===== src/rtl/capture_pkg.sv =====
// Shared state encodings for the capture sequencer.
package capture_pkg;

  localparam int STATE_W = 3;

  typedef enum logic [STATE_W-1:0] {
    ST_IDLE = 3'd0,
    ST_PRE  = 3'd1,
    ST_WAIT = 3'd2,
    ST_POST = 3'd3,
    ST_DONE = 3'd4
  } state_t;

endpackage


===== src/rtl/capture_ctrl_if.sv =====
// Sampler-side handshake of the capture sequencer: sample/trigger in, enable/write strobe out.
interface capture_ctrl_if;
  logic sample_valid;
  logic trig_hit;
  logic sample_en;
  logic capture_valid;

  modport master (input sample_valid, trig_hit, output sample_en, capture_valid);
  modport slave  (output sample_valid, trig_hit, input sample_en, capture_valid);
endinterface


===== src/rtl/capture_ctrl.sv =====
// Capture sequencer: pre-trigger depth, arm on trigger, post-trigger depth, done/abort reporting.
// Optional auto-trigger timeout in WAIT is built when CAPTURE_CTRL_TIMEOUT_EN is defined.
module capture_ctrl
  import capture_pkg::*;
#(
  parameter int CNT_W = 32,
  parameter int TO_W  = 32
) (
  input  logic                core_clk,
  input  logic                core_rst_n,
  input  logic                start,
  input  logic                abort,
  input  logic [CNT_W-1:0]    pre_depth,
  input  logic [CNT_W-1:0]    total_depth,
  input  logic [TO_W-1:0]     timeout_cyc,
  capture_ctrl_if.master      smp,
  output logic                busy,
  output logic                trig_seen,
  output logic [CNT_W-1:0]    trig_pos,
  output logic [CNT_W-1:0]    sample_count,
  output logic                capture_done,
  output logic                aborted,
  output logic [STATE_W-1:0]  state
);

  state_t             state_reg;
  logic               start_1t_reg;
  logic [CNT_W-1:0]   pre_eff_reg;
  logic [CNT_W-1:0]   post_left_reg;
  logic [CNT_W-1:0]   sample_count_reg;
  logic [CNT_W-1:0]   trig_pos_reg;
  logic               trig_seen_reg;
  logic               sample_en_reg;
  logic               capture_done_reg;
  logic               aborted_reg;

  logic               counting;
  logic               start_rise;
  logic               sample_hit;
  logic               force_trig;
  logic [CNT_W-1:0]   pre_eff_calc;
  logic [CNT_W-1:0]   count_inc;

`ifdef CAPTURE_CTRL_TIMEOUT_EN
  logic [TO_W-1:0]    to_cnt_reg;
  assign force_trig = (timeout_cyc != '0) && (to_cnt_reg >= timeout_cyc);
`else
  logic               unused_timeout;
  assign unused_timeout = ^timeout_cyc;
  assign force_trig     = 1'b0;
`endif

  assign counting     = (state_reg == ST_PRE) || (state_reg == ST_WAIT) || (state_reg == ST_POST);
  assign start_rise   = start & ~start_1t_reg;
  // abort wins over a sample in the same cycle, so the write strobe is suppressed too
  assign sample_hit   = smp.sample_valid & counting & ~abort;
  assign pre_eff_calc = (pre_depth < total_depth) ? pre_depth : total_depth;
  assign count_inc    = sample_count_reg + CNT_W'(1);

  assign smp.sample_en     = sample_en_reg;
  assign smp.capture_valid = sample_hit;
  assign busy              = (state_reg != ST_IDLE);
  assign trig_seen         = trig_seen_reg;
  assign trig_pos          = trig_pos_reg;
  assign sample_count      = sample_count_reg;
  assign capture_done      = capture_done_reg;
  assign aborted           = aborted_reg;
  assign state             = state_reg;

  always_ff @(posedge core_clk) begin
    if (!core_rst_n) begin
      state_reg        <= ST_IDLE;
      start_1t_reg     <= 1'b0;
      pre_eff_reg      <= '0;
      post_left_reg    <= '0;
      sample_count_reg <= '0;
      trig_pos_reg     <= '0;
      trig_seen_reg    <= 1'b0;
      sample_en_reg    <= 1'b0;
      capture_done_reg <= 1'b0;
      aborted_reg      <= 1'b0;
`ifdef CAPTURE_CTRL_TIMEOUT_EN
      to_cnt_reg       <= '0;
`endif
    end else begin
      start_1t_reg     <= start;
      capture_done_reg <= 1'b0;
      aborted_reg      <= 1'b0;
`ifdef CAPTURE_CTRL_TIMEOUT_EN
      if (state_reg != ST_WAIT)
        to_cnt_reg <= '0;
      else if (to_cnt_reg < timeout_cyc)
        to_cnt_reg <= to_cnt_reg + TO_W'(1);
`endif
      if (counting && abort) begin
        state_reg     <= ST_IDLE;
        sample_en_reg <= 1'b0;
        aborted_reg   <= 1'b1;
      end else begin
        case (state_reg)
          ST_IDLE: begin
            if (start_rise) begin
              pre_eff_reg      <= pre_eff_calc;
              post_left_reg    <= total_depth - pre_eff_calc;
              sample_count_reg <= '0;
              trig_pos_reg     <= '0;
              trig_seen_reg    <= 1'b0;
              if (total_depth == '0) begin
                state_reg        <= ST_DONE;
                capture_done_reg <= 1'b1;
              end else if (pre_eff_calc == '0) begin
                state_reg     <= ST_WAIT;
                sample_en_reg <= 1'b1;
              end else begin
                state_reg     <= ST_PRE;
                sample_en_reg <= 1'b1;
              end
            end
          end
          ST_PRE: begin
            if (sample_hit) begin
              sample_count_reg <= count_inc;
              if (count_inc == pre_eff_reg) begin
                // pre depth may swallow the whole capture, leaving nothing to trigger for
                if (post_left_reg == '0) begin
                  state_reg        <= ST_DONE;
                  sample_en_reg    <= 1'b0;
                  capture_done_reg <= 1'b1;
                end else begin
                  state_reg <= ST_WAIT;
                end
              end
            end
          end
          ST_WAIT: begin
            if (sample_hit) begin
              sample_count_reg <= count_inc;
              if (smp.trig_hit || force_trig) begin
                trig_pos_reg  <= sample_count_reg;
                trig_seen_reg <= 1'b1;
                post_left_reg <= post_left_reg - CNT_W'(1);
                if (post_left_reg == CNT_W'(1)) begin
                  state_reg        <= ST_DONE;
                  sample_en_reg    <= 1'b0;
                  capture_done_reg <= 1'b1;
                end else begin
                  state_reg <= ST_POST;
                end
              end
            end
          end
          ST_POST: begin
            if (sample_hit) begin
              sample_count_reg <= count_inc;
              post_left_reg    <= post_left_reg - CNT_W'(1);
              if (post_left_reg == CNT_W'(1)) begin
                state_reg        <= ST_DONE;
                sample_en_reg    <= 1'b0;
                capture_done_reg <= 1'b1;
              end
            end
          end
          ST_DONE: state_reg <= ST_IDLE;
          default: begin
            state_reg     <= ST_IDLE;
            sample_en_reg <= 1'b0;
          end
        endcase
      end
    end
  end

endmodule

===== src/flat_wrapper.sv =====
// flat-port wrapper written by rule: the top's interface ports become plain ports
module capture_ctrl_flat import capture_pkg::*;
#(
  parameter int CNT_W = 32,
  parameter int TO_W  = 32
)
  (core_clk, core_rst_n, start, abort, pre_depth, total_depth, timeout_cyc, busy, trig_seen, trig_pos, sample_count, capture_done, aborted, state, smp_sample_valid, smp_trig_hit, smp_sample_en, smp_capture_valid);
  capture_ctrl_if smp_i ();
  input  logic core_clk;
  input  logic core_rst_n;
  input  logic start;
  input  logic abort;
  input  logic [CNT_W-1:0] pre_depth;
  input  logic [CNT_W-1:0] total_depth;
  input  logic [TO_W-1:0] timeout_cyc;
  output logic busy;
  output logic trig_seen;
  output logic [CNT_W-1:0] trig_pos;
  output logic [CNT_W-1:0] sample_count;
  output logic capture_done;
  output logic aborted;
  output logic [STATE_W-1:0] state;
  input wire logic [$bits(smp_i.sample_valid)-1:0] smp_sample_valid;
  input wire logic [$bits(smp_i.trig_hit)-1:0] smp_trig_hit;
  output wire logic [$bits(smp_i.sample_en)-1:0] smp_sample_en;
  output wire logic [$bits(smp_i.capture_valid)-1:0] smp_capture_valid;
  assign smp_i.sample_valid = smp_sample_valid;
  assign smp_i.trig_hit = smp_trig_hit;
  assign smp_sample_en = smp_i.sample_en;
  assign smp_capture_valid = smp_i.capture_valid;
  capture_ctrl #(.CNT_W(CNT_W), .TO_W(TO_W)) u_core (.core_clk(core_clk), .core_rst_n(core_rst_n), .start(start), .abort(abort), .pre_depth(pre_depth), .total_depth(total_depth), .timeout_cyc(timeout_cyc), .smp(smp_i), .busy(busy), .trig_seen(trig_seen), .trig_pos(trig_pos), .sample_count(sample_count), .capture_done(capture_done), .aborted(aborted), .state(state));
endmodule

===== config.mk =====
export PLATFORM = sky130hd
export DESIGN_NAME = capture_ctrl_flat
export DESIGN_NICKNAME = d
export VERILOG_FILES = /design/src/rtl/capture_pkg.sv /design/src/rtl/capture_ctrl_if.sv /design/src/rtl/capture_ctrl.sv /design/src/flat_wrapper.sv
export SDC_FILE = /design/constraint.sdc
export NUM_CORES = 1
export LEC_CHECK = 0
export BUFFER_PORTS_ARGS = -buffer_cell sky130_fd_sc_hd__buf_2
export CORE_ASPECT_RATIO = 1.4
export CORE_MARGIN = 8
export CORE_UTILIZATION = 42
export DETAILED_ROUTE_END_ITERATION = 8
export PLACE_DENSITY = 0.72
export RECOVER_POWER = 100
export SLEW_MARGIN = 0
export SYNTH_ARGS = -nofsm -noshare
export SYNTH_HDL_FRONTEND = slang
export SYNTH_SLANG_ARGS = --single-unit

===== constraint.sdc =====
create_clock -name core_clk -period 13.1 [get_ports core_clk]
set_clock_uncertainty 0.15 [all_clocks]
set_input_delay 0.655 -clock core_clk [delete_from_list [all_inputs] [get_ports core_clk]]
set_output_delay 0.655 -clock core_clk [all_outputs]
set_load 0.03 [all_outputs]

### Word-level counts from Yosys, hierarchy flattened

Cells that the tools add are included.

* output and inout bits: 73
* register bits: 136
* input bits: 102
* word-level logic and storage cells: 106

* bitwise logic cells: 8
* $add $sub $neg: 3
* mux-type cells: 49
* reduce and logical (&&, ||, !) cells: 19
* equal/unequal tests: 16
* order comparisons: 1

Operators with widths (count)
* 32-bit 2-to-1 mux: 9
* 32-bit case mux with 2 select lines: 2
* 32-bit zero test: 3
* 32-bit case mux with 3 select lines: 1
* 32-bit by 1-bit adder with 32-bit output, second input constant: 1
* 32-bit by 1-bit equality test with 1-bit output, second input constant: 1
* 32-bit equality test: 1
* 32-bit < comparator: 1
* 32-bit by 1-bit subtractor with 32-bit output, second input constant: 1
* 32-bit subtractor: 1
* 3-bit 2-to-1 mux: 10
* 1-bit 2-to-1 mux: 22
* 2-bit != test, second input constant: 8
* 3-bit case mux with 4 select lines: 1
* 9-bit AND reduction: 1
* 7-bit AND reduction: 1
* 3-bit by 2-bit equality test with 1-bit output, second input constant: 2
* 6-bit AND reduction: 1
* 3-bit nonzero test: 2
* 1-bit NOT: 5
* 1-bit case mux with 5 select lines: 1
* 5-bit AND reduction: 1
* 2-bit by 1-bit != test with 1-bit output, second input constant: 2
* 1-bit case mux with 4 select lines: 1
* 13 further kinds: 17

### Longest topological paths before layout

Gate-level depths: netlist (run 1).

* depth in word-level cells: 7
* depth in mapped cells: 21
* mapped depth without buffers: 20

### Worst setup path after synthesis (run 1)

No wires, ideal clock.

* path type: input to register
* start point: input port total_depth[10]
* end point: register u_core.post_left_reg[31]
* arrival: 4.741 ns
* library setup time: 0.137 ns
* data required time: 12.813 ns
* cell stages on the path: 20
* path buffers: 2
* slack: 8.071 ns
* cell sequence: inv_1 ha_1 a211oi_1 nand2_1 a2111oi_0 a21oi_1 nor2_1 clkbuf_1 clkbuf_1 a21oi_1 ha_1 nor2b_1 o31ai_1 a21oi_1 a31oi_1 o31a_1 o21ba_2 o21ai_0 a2111oi_0 a211oi_1

* longest elaborated chain between the ends: 5

Ends and longest elaborated chain
* start, declared: RTL line flat_wrapper.sv:14 `input logic [CNT_W-1:0] total_depth;`
* 32-bit < comparator: RTL line capture_ctrl.sv:57 `assign pre_eff_calc = (pre_depth < total_depth) ? pre_depth : total_depth;`
* 32-bit 2-to-1 mux: RTL line capture_ctrl.sv:57
* 32-bit subtractor *: RTL line capture_ctrl.sv:104 `post_left_reg <= total_depth - pre_eff_calc;`
* 32-bit 2-to-1 mux *: RTL line capture_ctrl.sv:102 `if (start_rise) begin`
* 32-bit case mux with 3 select lines *: RTL line capture_ctrl.sv:100 `case (state_reg)`
* end signal, assigned: RTL line capture_ctrl.sv:104
* end signal, assigned: RTL line capture_ctrl.sv:141 `post_left_reg <= post_left_reg - CNT_W'(1);`
* end signal, assigned: RTL line capture_ctrl.sv:155 `post_left_reg <= post_left_reg - CNT_W'(1);`
* end, declared: RTL line capture_ctrl.sv:29 `logic [CNT_W-1:0] post_left_reg;`

Mark *: on every way between the ends. The rest lies on a longest branch, timed or not. The select of a mux whose other input is x is not followed.
A chain may end at the register's enable or synchronous reset.

### Worst setup path in the final report (run 1)

* start point: input port total_depth[15]
* end point: register u_core.post_left_reg[31]

The elaborated chain is that of the path after synthesis.

==> results of run 1 <==
-- worst paths after layout --
path | start | to | depth (start not counted) | slack, ps
worst max register to register | u_core.state[1] | u_core.trig_pos[6] | 11 | 7890
worst max-delay path | total_depth[15] | u_core.post_left_reg[31] | 20 | 5530
worst min register to register | u_core.trig_pos[20] | u_core.trig_pos[20] | 2 | 300
worst min-delay path | start | u_core.start_1t_reg | 2 | 300
-- metrics by stage --
stage / setup slack (ps) / cell area, um2 / power (mW)
floorplan: 8070 / 10300 / 1.31
global placement: 6930 / 11100 / 1.54
detailed placement: 6910 / 11100 / 1.56
CTS: 7380 / 11700 / 2.04
global route: 4930 / 11500 / 2.19
finish: 5530 / 11500 / 2.03
-- per-layer routing --
layer	wire length (um)	track usage, %	vias up	part of all wire [%]
met4	1290	10.5	0	3.8
met1	14200	26.2	5081	42
met2	16000	37.6	405	48
met3	2180	4.27	76	6.5
li1	-	-	5395	-
met5	0	0	-	0
-- synthesized netlist by cell type (4+ instances only) --
library cell	n
nor2_1	167
a21oi_1	166
nand2_1	139
dfxtp_1	136
o21ai_0	92
clkbuf_1	68
ha_1	65
nand3_1	61
inv_1	54
nor3_1	43
a211oi_1	41
xnor2_1	41
nor4_1	36
nand4_1	29
xor2_1	25
a31oi_1	20
a21o_1	18
and3_1	15
nand2b_1	14
or3_1	14
o21a_1	13
a311oi_1	9
buf_1	8
buf_2	8
o211ai_1	8
o22ai_1	8
a22oi_1	7
and2_1	7
and4_1	7
or4_1	7
nor2b_1	6
o21bai_1	6
o31ai_1	6
nand3b_1	5
nor3b_1	5
o31a_1	5
a2111oi_0	4
mux2i_1	4
or2_2	4
or3_4	4
-- power by group through the flow --
stage / Sequential [mW] / Clock (mW) / Combinational (mW)
6_report: 0.572 / 0.469 / 0.994
4_1_cts: 0.569 / 0.478 / 0.991
2_1_floorplan: 0.561 / 0 / 0.745
3_3_place_gp: 0.573 / 0 / 0.964
3_5_place_dp: 0.577 / 0 / 0.985
5_1_grt: 0.582 / 0.498 / 1.11
-- cell families after synthesis --
logic type / count (synthesis)
xor+xnor: 66
buf+inv: 143
simple gates: 583
fa+ha+maj: 66
compound gates: 432
flops: 136
mux: 5
-- layout make-up --
cell class,instances,area share [%]
repair buffers,153,5.89
inverters,55,1.80
flip-flops and latches,136,23.6
multi-input cells,1152,60.4
clock inverters,12,1.09
clock buffers,20,3.87
well taps,310,3.36
-- critical path, cell delays in order --
cell       delay (ps)
clkbuf_1          200
inv_1              90
ha_1              310
a21oi_1           150
o21ai_0           140
a2111oi_0         400
a21oi_1           180
nor2_1            850
clkbuf_1         1520
a21oi_1           520
ha_1              520
a21oi_1           140
o21ai_0           130
a21o_1            170
a31oi_1           440
o31a_1            250
o21ba_1           210
o21ai_0           170
a2111oi_0         490
a211oi_1          140
==> results.py, run 1 <==
metrics = {
    "worst_setup_path": {
        "path_max_fanout": 51,
        "critPathKind": "in -> reg",
        "required_ps": 13230,
        "critPathArrivalTime_ps": 7700,
        "crit_path_end_kind": "flip-flop",
        "start_kind": "primary input",
    },
    "floorplanning": {
        "fp.dieW_um": 148,
        "die_h_um": 201,
        "num_rows": 67,
        "start_util_pct": 42.9,
        "core_um2": 24000,
        "dieArea_um2": 29800,
        "ioPinCount": 175,
    },
    "sta": {
        "fin_crit_sh_pct": 57.8,
        "hold_slack_ps": 299,
        "fmax_ghz": 0.132,
        "drv_slew": 237,
        "finalHoldViolCount": 0,
        "rsz0062_at_grt": "no",
        "finalCriticalPeriod_ps": 7570,
        "relSlewSlack_pct": -113,
        "timing.setup.tns_ps": 0,
        "tightest_slew_ps": 3200,
        "setup_viol": 0,
    },
    "pwr": {
        "p_comb_share_pct": 48.8,
        "p_sw_share_pct": 45.1,
        "p_int_mw": 1.12,
        "power_density_nw_per_um2": 176,
        "power_frac_clock_pct": 23.1,
        "p_leak_nw": 4.37,
        "power_switching_mw": 0.917,
        "ir_worst_vdd_mv": 0.106,
        "pwr-share-seq_pct": 28.1,
    },
    "clocking": {
        "clkTransAtPathRegs_ps": 60,
        "clock_sink_count": 136,
        "cts_made_buffers": 17,
        "cts_setup_buffers": 0,
        "hold_buffers": 0,
        "ctsResizeCount": 0,
        "cts_buffer_depth": 2,
        "clk_latency_ps": 430,
        "cts_tree": "yes",
        "htree_num_levels": 4,
        "ctsRootBufferMaster": "clkbuf_16",
    },
    "global_routing": {
        "grt_pass1_wl_um": 54400,
        "antenna_found_initial": 0,
        "track_usage_pct": 22.2,
        "grt_pass1_vias": 10500,
        "grt_overflow": 0,
        "grt_max_degree": 79,
    },
    "drt": {
        "route.vias.total": 11000,
        "via_per_inst": 5.96,
        "drt-wirelength-per-cell_um": 18.3,
        "drc": 0,
        "drtIter0Drc": 784,
        "drtPass1Iterations": 5,
        "ant_nets": 0,
        "finalWirelength_um": 33700,
    },
    "yosys": {
        "synth.avg_cell_area_um2": 7.18,
        "synth-compound-area-share_pct": 25.7,
        "async_reset_ff_share_pct": 0,
        "synth-simple-area-share_pct": 28.0,
        "synth_ff_type": "dfxtp_1",
        "syn_inst": 1431,
        "yosysUniqueCellTypes": 77,
        "synth_area_leaders": "dfxtp_1 26%, a21oi_1 8.1%, ha_1 7.9%, nor2_1 6.1%, nand2_1 5.1%",
        "synth_top_area_share_pct": 26.5,
        "synth_top_family_by_area": "simple AND/OR/NAND/NOR gates",
        "ys_warn_count": 0,
        "synthAdderAreaFrac_pct": 8.11,
        "synth_xor_xnor_area_share_pct": 5.62,
        "synth_seq_cells": 136,
        "ys_seq_area_share_pct": 26.5,
        "yosys-mux-area-fraction_pct": 0.499,
        "syn_area_um2": 10300,
        "synth.net_count": 1599,
        "synth_edf_count": 0,
        "yosysTopAreaCell": "dfxtp_1",
    },
    "finish": {
        "fin_util_pct": 48.2,
        "antenna_cells": 0,
        "num-fill-cells": 2485,
        "fin_cells": 1838,
        "multi_input_area_um2": 6980,
        "nNetsFinal": 1683,
        "area_growth_pct": 12.3,
        "final_cell_mix": "166 x nor2_1, 166 x a21oi_1, 139 x nand2_1",
        "drive_above_1_share_pct": 8.38,
        "regArea_um2": 2720,
    },
    "status": {
        "violations": "max-capacitance violations, max-slew violations",
        "status": "finished, violations left",
    },
    "place": {
        "io_buffers": 142,
        "hpwlAfterDp_um": 25400,
        "gp_congestion": 0.920,
        "placed_cells": 1806,
    },
    "worst_hold_path": {
        "hold_class": "in -> reg",
    },
    "run": {
        "maxCapViolations": 5,
    },
}
Power figures use the tool's default switching activity.
==> run 2: changes to the inputs <==
--- a/config.mk
+++ b/config.mk
@@ -5,12 +5,13 @@
 export SDC_FILE = /design/constraint.sdc
 export NUM_CORES = 1
 export LEC_CHECK = 0
+export ABC_AREA = 1
 export BUFFER_PORTS_ARGS = -buffer_cell sky130_fd_sc_hd__buf_2
 export CORE_ASPECT_RATIO = 1.4
 export CORE_MARGIN = 8
 export CORE_UTILIZATION = 42
 export DETAILED_ROUTE_END_ITERATION = 8
-export PLACE_DENSITY = 0.72
+export PLACE_DENSITY = 0.71
 export RECOVER_POWER = 100
 export SLEW_MARGIN = 0
 export SYNTH_ARGS = -nofsm -noshare
==> constraint.sdc (replaced) <==
create_clock -name core_clk -period 7.6 [get_ports core_clk]
set_clock_uncertainty 0.15 [all_clocks]
set_input_delay 0.38 -clock core_clk [delete_from_list [all_inputs] [get_ports core_clk]]
set_output_delay 0.38 -clock core_clk [all_outputs]
set_load 0.03 [all_outputs]
==> run 2 against run 1 <==
The run still ends with max-capacitance violations, max-slew violations left; worst setup slack got worse by 3500 ps; flip-flop and latch count unchanged; hold slack got worse by 35 ps; global-route usage decreased by 0.42 points; combinational power increased by 43%; critical path type is now reg -> reg.
==> results.py, run 2 <==
metrics = {
    "yosys": {
        "synth_area_leaders": "dfxtp_1 25%, nand2_1 15%, a21oi_1 7.9%, ha_1 7.6%, inv_1 7.3%",
        "syn_area_um2": 10700,
        "synth_ff_type": "dfxtp_1",
        "ys_seq_area_share_pct": 25.4,
        "synth_edf_count": 0,
        "yosysUniqueCellTypes": 55,
        "synth.avg_cell_area_um2": 6.37,
        "ys_warn_count": 0,
        "async_reset_ff_share_pct": 0,
        "yosysMostFrequentCell": "nand2_1",
        "syn_inst": 1679,
        "synth_seq_cells": 136,
        "yosysTopAreaCell": "dfxtp_1",
        "synth_top_area_share_pct": 25.4,
        "synth.net_count": 1847,
        "synth_common_cells": "429 x nand2_1, 207 x inv_1, 169 x a21oi_1",
    },
    "worst_setup_path": {
        "critPathArrivalTime_ps": 5640,
        "path_cells": "nor2_4 -> inv_1 -> nor2_2 -> buf_4 -> inv_1 -> nor2_1 -> nor3_1 -> nand3_1 -> inv_1 -> o21ai_0 -> a31oi_1",
        "critPathKind": "reg -> reg",
        "cpLargestDelayFamily": "buffers and inverters",
        "crit_path_end_kind": "flip-flop",
        "r2r-start": "u_core.state[2]",
        "path_common_cell": "inv_1",
        "critPathBufInv": 4,
        "path_max_fanout": 41,
        "start_kind": "flip-flop",
        "required_ps": 7690,
        "crit_slowest_cell": "inv_1",
        "slowest_delay_ps": 860,
        "crit_path_start": "u_core.state[2]",
    },
    "floorplanning": {
        "die_h_um": 205,
        "num_rows": 69,
        "dieArea_um2": 30900,
        "ioPinCount": 175,
        "start_util_pct": 42.5,
        "core_um2": 25200,
        "fp.dieW_um": 151,
    },
    "sta": {
        "setup_slack_ps": 2050,
        "rsz0062_at_grt": "no",
        "setup_viol": 0,
        "fin_crit_sh_pct": 73.0,
        "hold_slack_ps": 264,
        "tightest_slew_ps": 2400,
        "finalHoldViolCount": 0,
        "relSlewSlack_pct": -59.7,
        "timing.setup.tns_ps": 0,
        "finalCriticalPeriod_ps": 5550,
        "drv_slew": 66,
        "fmax_ghz": 0.180,
    },
    "global_routing": {
        "grt_max_degree": 72,
        "grt_pass1_vias": 10700,
        "antenna_found_initial": 0,
        "grt_pass1_wl_um": 53900,
        "track_usage_pct": 21.7,
        "grt_overflow": 0,
    },
    "drt": {
        "drt-wirelength-per-cell_um": 16.0,
        "route.vias.total": 11300,
        "finalWirelength_um": 33900,
        "via_per_inst": 5.34,
        "drtIter0Drc": 719,
        "drc": 0,
        "ant_nets": 0,
        "drtPass1Iterations": 6,
    },
    "clocking": {
        "cts_setup_buffers": 0,
        "clk_latency_ps": 420,
        "cts_buffer_depth": 2,
        "clock_sink_count": 136,
        "cts_made_buffers": 17,
        "ctsRootBufferMaster": "clkbuf_16",
        "clkTransAtPathRegs_ps": 50,
        "cts_tree": "yes",
        "ctsResizeCount": 0,
        "htree_num_levels": 4,
    },
    "finish": {
        "fin_cells": 2120,
        "nNetsFinal": 1959,
        "fin_util_pct": 48.1,
        "mostFrequentLayoutCell": "nand2_1",
        "area_growth_pct": 13.4,
        "num-fill-cells": 2662,
        "antenna_cells": 0,
        "drive_above_1_share_pct": 8.94,
        "final_cell_mix": "429 x nand2_1, 209 x inv_1, 168 x a21oi_1",
        "fin_area_um2": 12100,
    },
    "place": {
        "placed_area_um2": 11600,
        "placed_cells": 2090,
        "gp_congestion": 0.938,
        "hpwlAfterDp_um": 26700,
        "dp_worst_setup_slack_ps": 2460,
        "io_buffers": 142,
    },
    "pwr": {
        "p_leak_nw": 5.58,
        "power_density_nw_per_um2": 265,
        "p_total_mw": 3.21,
        "ir_worst_vdd_mv": 0.181,
    },
    "status": {
        "status": "finished, violations left",
        "violations": "max-capacitance violations, max-slew violations",
    },
    "run": {
        "maxCapViolations": 2,
    },
    "worst_hold_path": {
        "hold_class": "in -> reg",
        "min-delay-start": "abort",
    },
}
-- run 2: changes by cell type in the layout (fill, tap and decap cells not counted), sizes merged, moves of 17 or more --
| cell | change |
|---|---|
| nor3 | -17 |
| xnor2 | -18 |
| nor4 | -29 |
| inv | +161 |
| o211ai | +26 |
| or3 | -18 |
| nand3 | +31 |
| a211oi | -38 |
| nand2 | +298 |
| nand3b | +30 |
-- run 2: cells by family after synthesis --
logic type	synth area share (%)
XOR/XNOR	5.63
AO/OA/AOI/OAI	17.5
flip-flops	25.4
AND/OR/NAND/NOR	33.8
adder cells (fa/ha/maj)	7.79
buffers and inverters	9.86
-- run 2: final cells by class --
cell class              instances  area (um2)  share of cell area, %
clock buffers                  20         457                   3.76
clock inverters                 9         126                   1.04
inverters                     216         811                   6.68
multi-input cells            1268        6930                   57.1
flip-flops and latches        136        2720                   22.4
well taps                     319         399                   3.29
repair buffers                152         689                   5.68
-- run 2: where the power goes --
part / total [mW] / switching, mW / internal (mW)
sequential: 0.963 / 0.128 / 0.835
clock: 0.830 / 0.305 / 0.525
combinational: 1.42 / 0.958 / 0.458
-- run 2: path summary, 6_finish.rpt --
path | cells past startpoint | to | slack [ps]
hold / removal | 3 | u_core.aborted | 260
setup reg to reg | 11 | u_core.post_left_reg[8] | 2050
hold reg to reg | 2 | u_core.smp.sample_en | 310
setup / recovery | 11 | u_core.post_left_reg[8] | 2050
-- run 2: tightest hold or removal path, cell delays in order --
cell and delay [ps]:
buf_2 120, o21ai_0 190, nor2_1 80
-- run 2: routing by layer --
layer,GRT usage [%],wire length (um),up-vias
met5,0,0,-
met4,10.1,1250,0
met3,3.05,1760,74
met2,38.2,16700,355
met1,25.4,14100,5127
li1,-,-,5759
-- run 2: timing repair --
action                                  4_1_cts  5_1_grt
hold buffers                                  1        0
hold endpoints to repair                      1        0
endpoints found under the setup margin        0        0
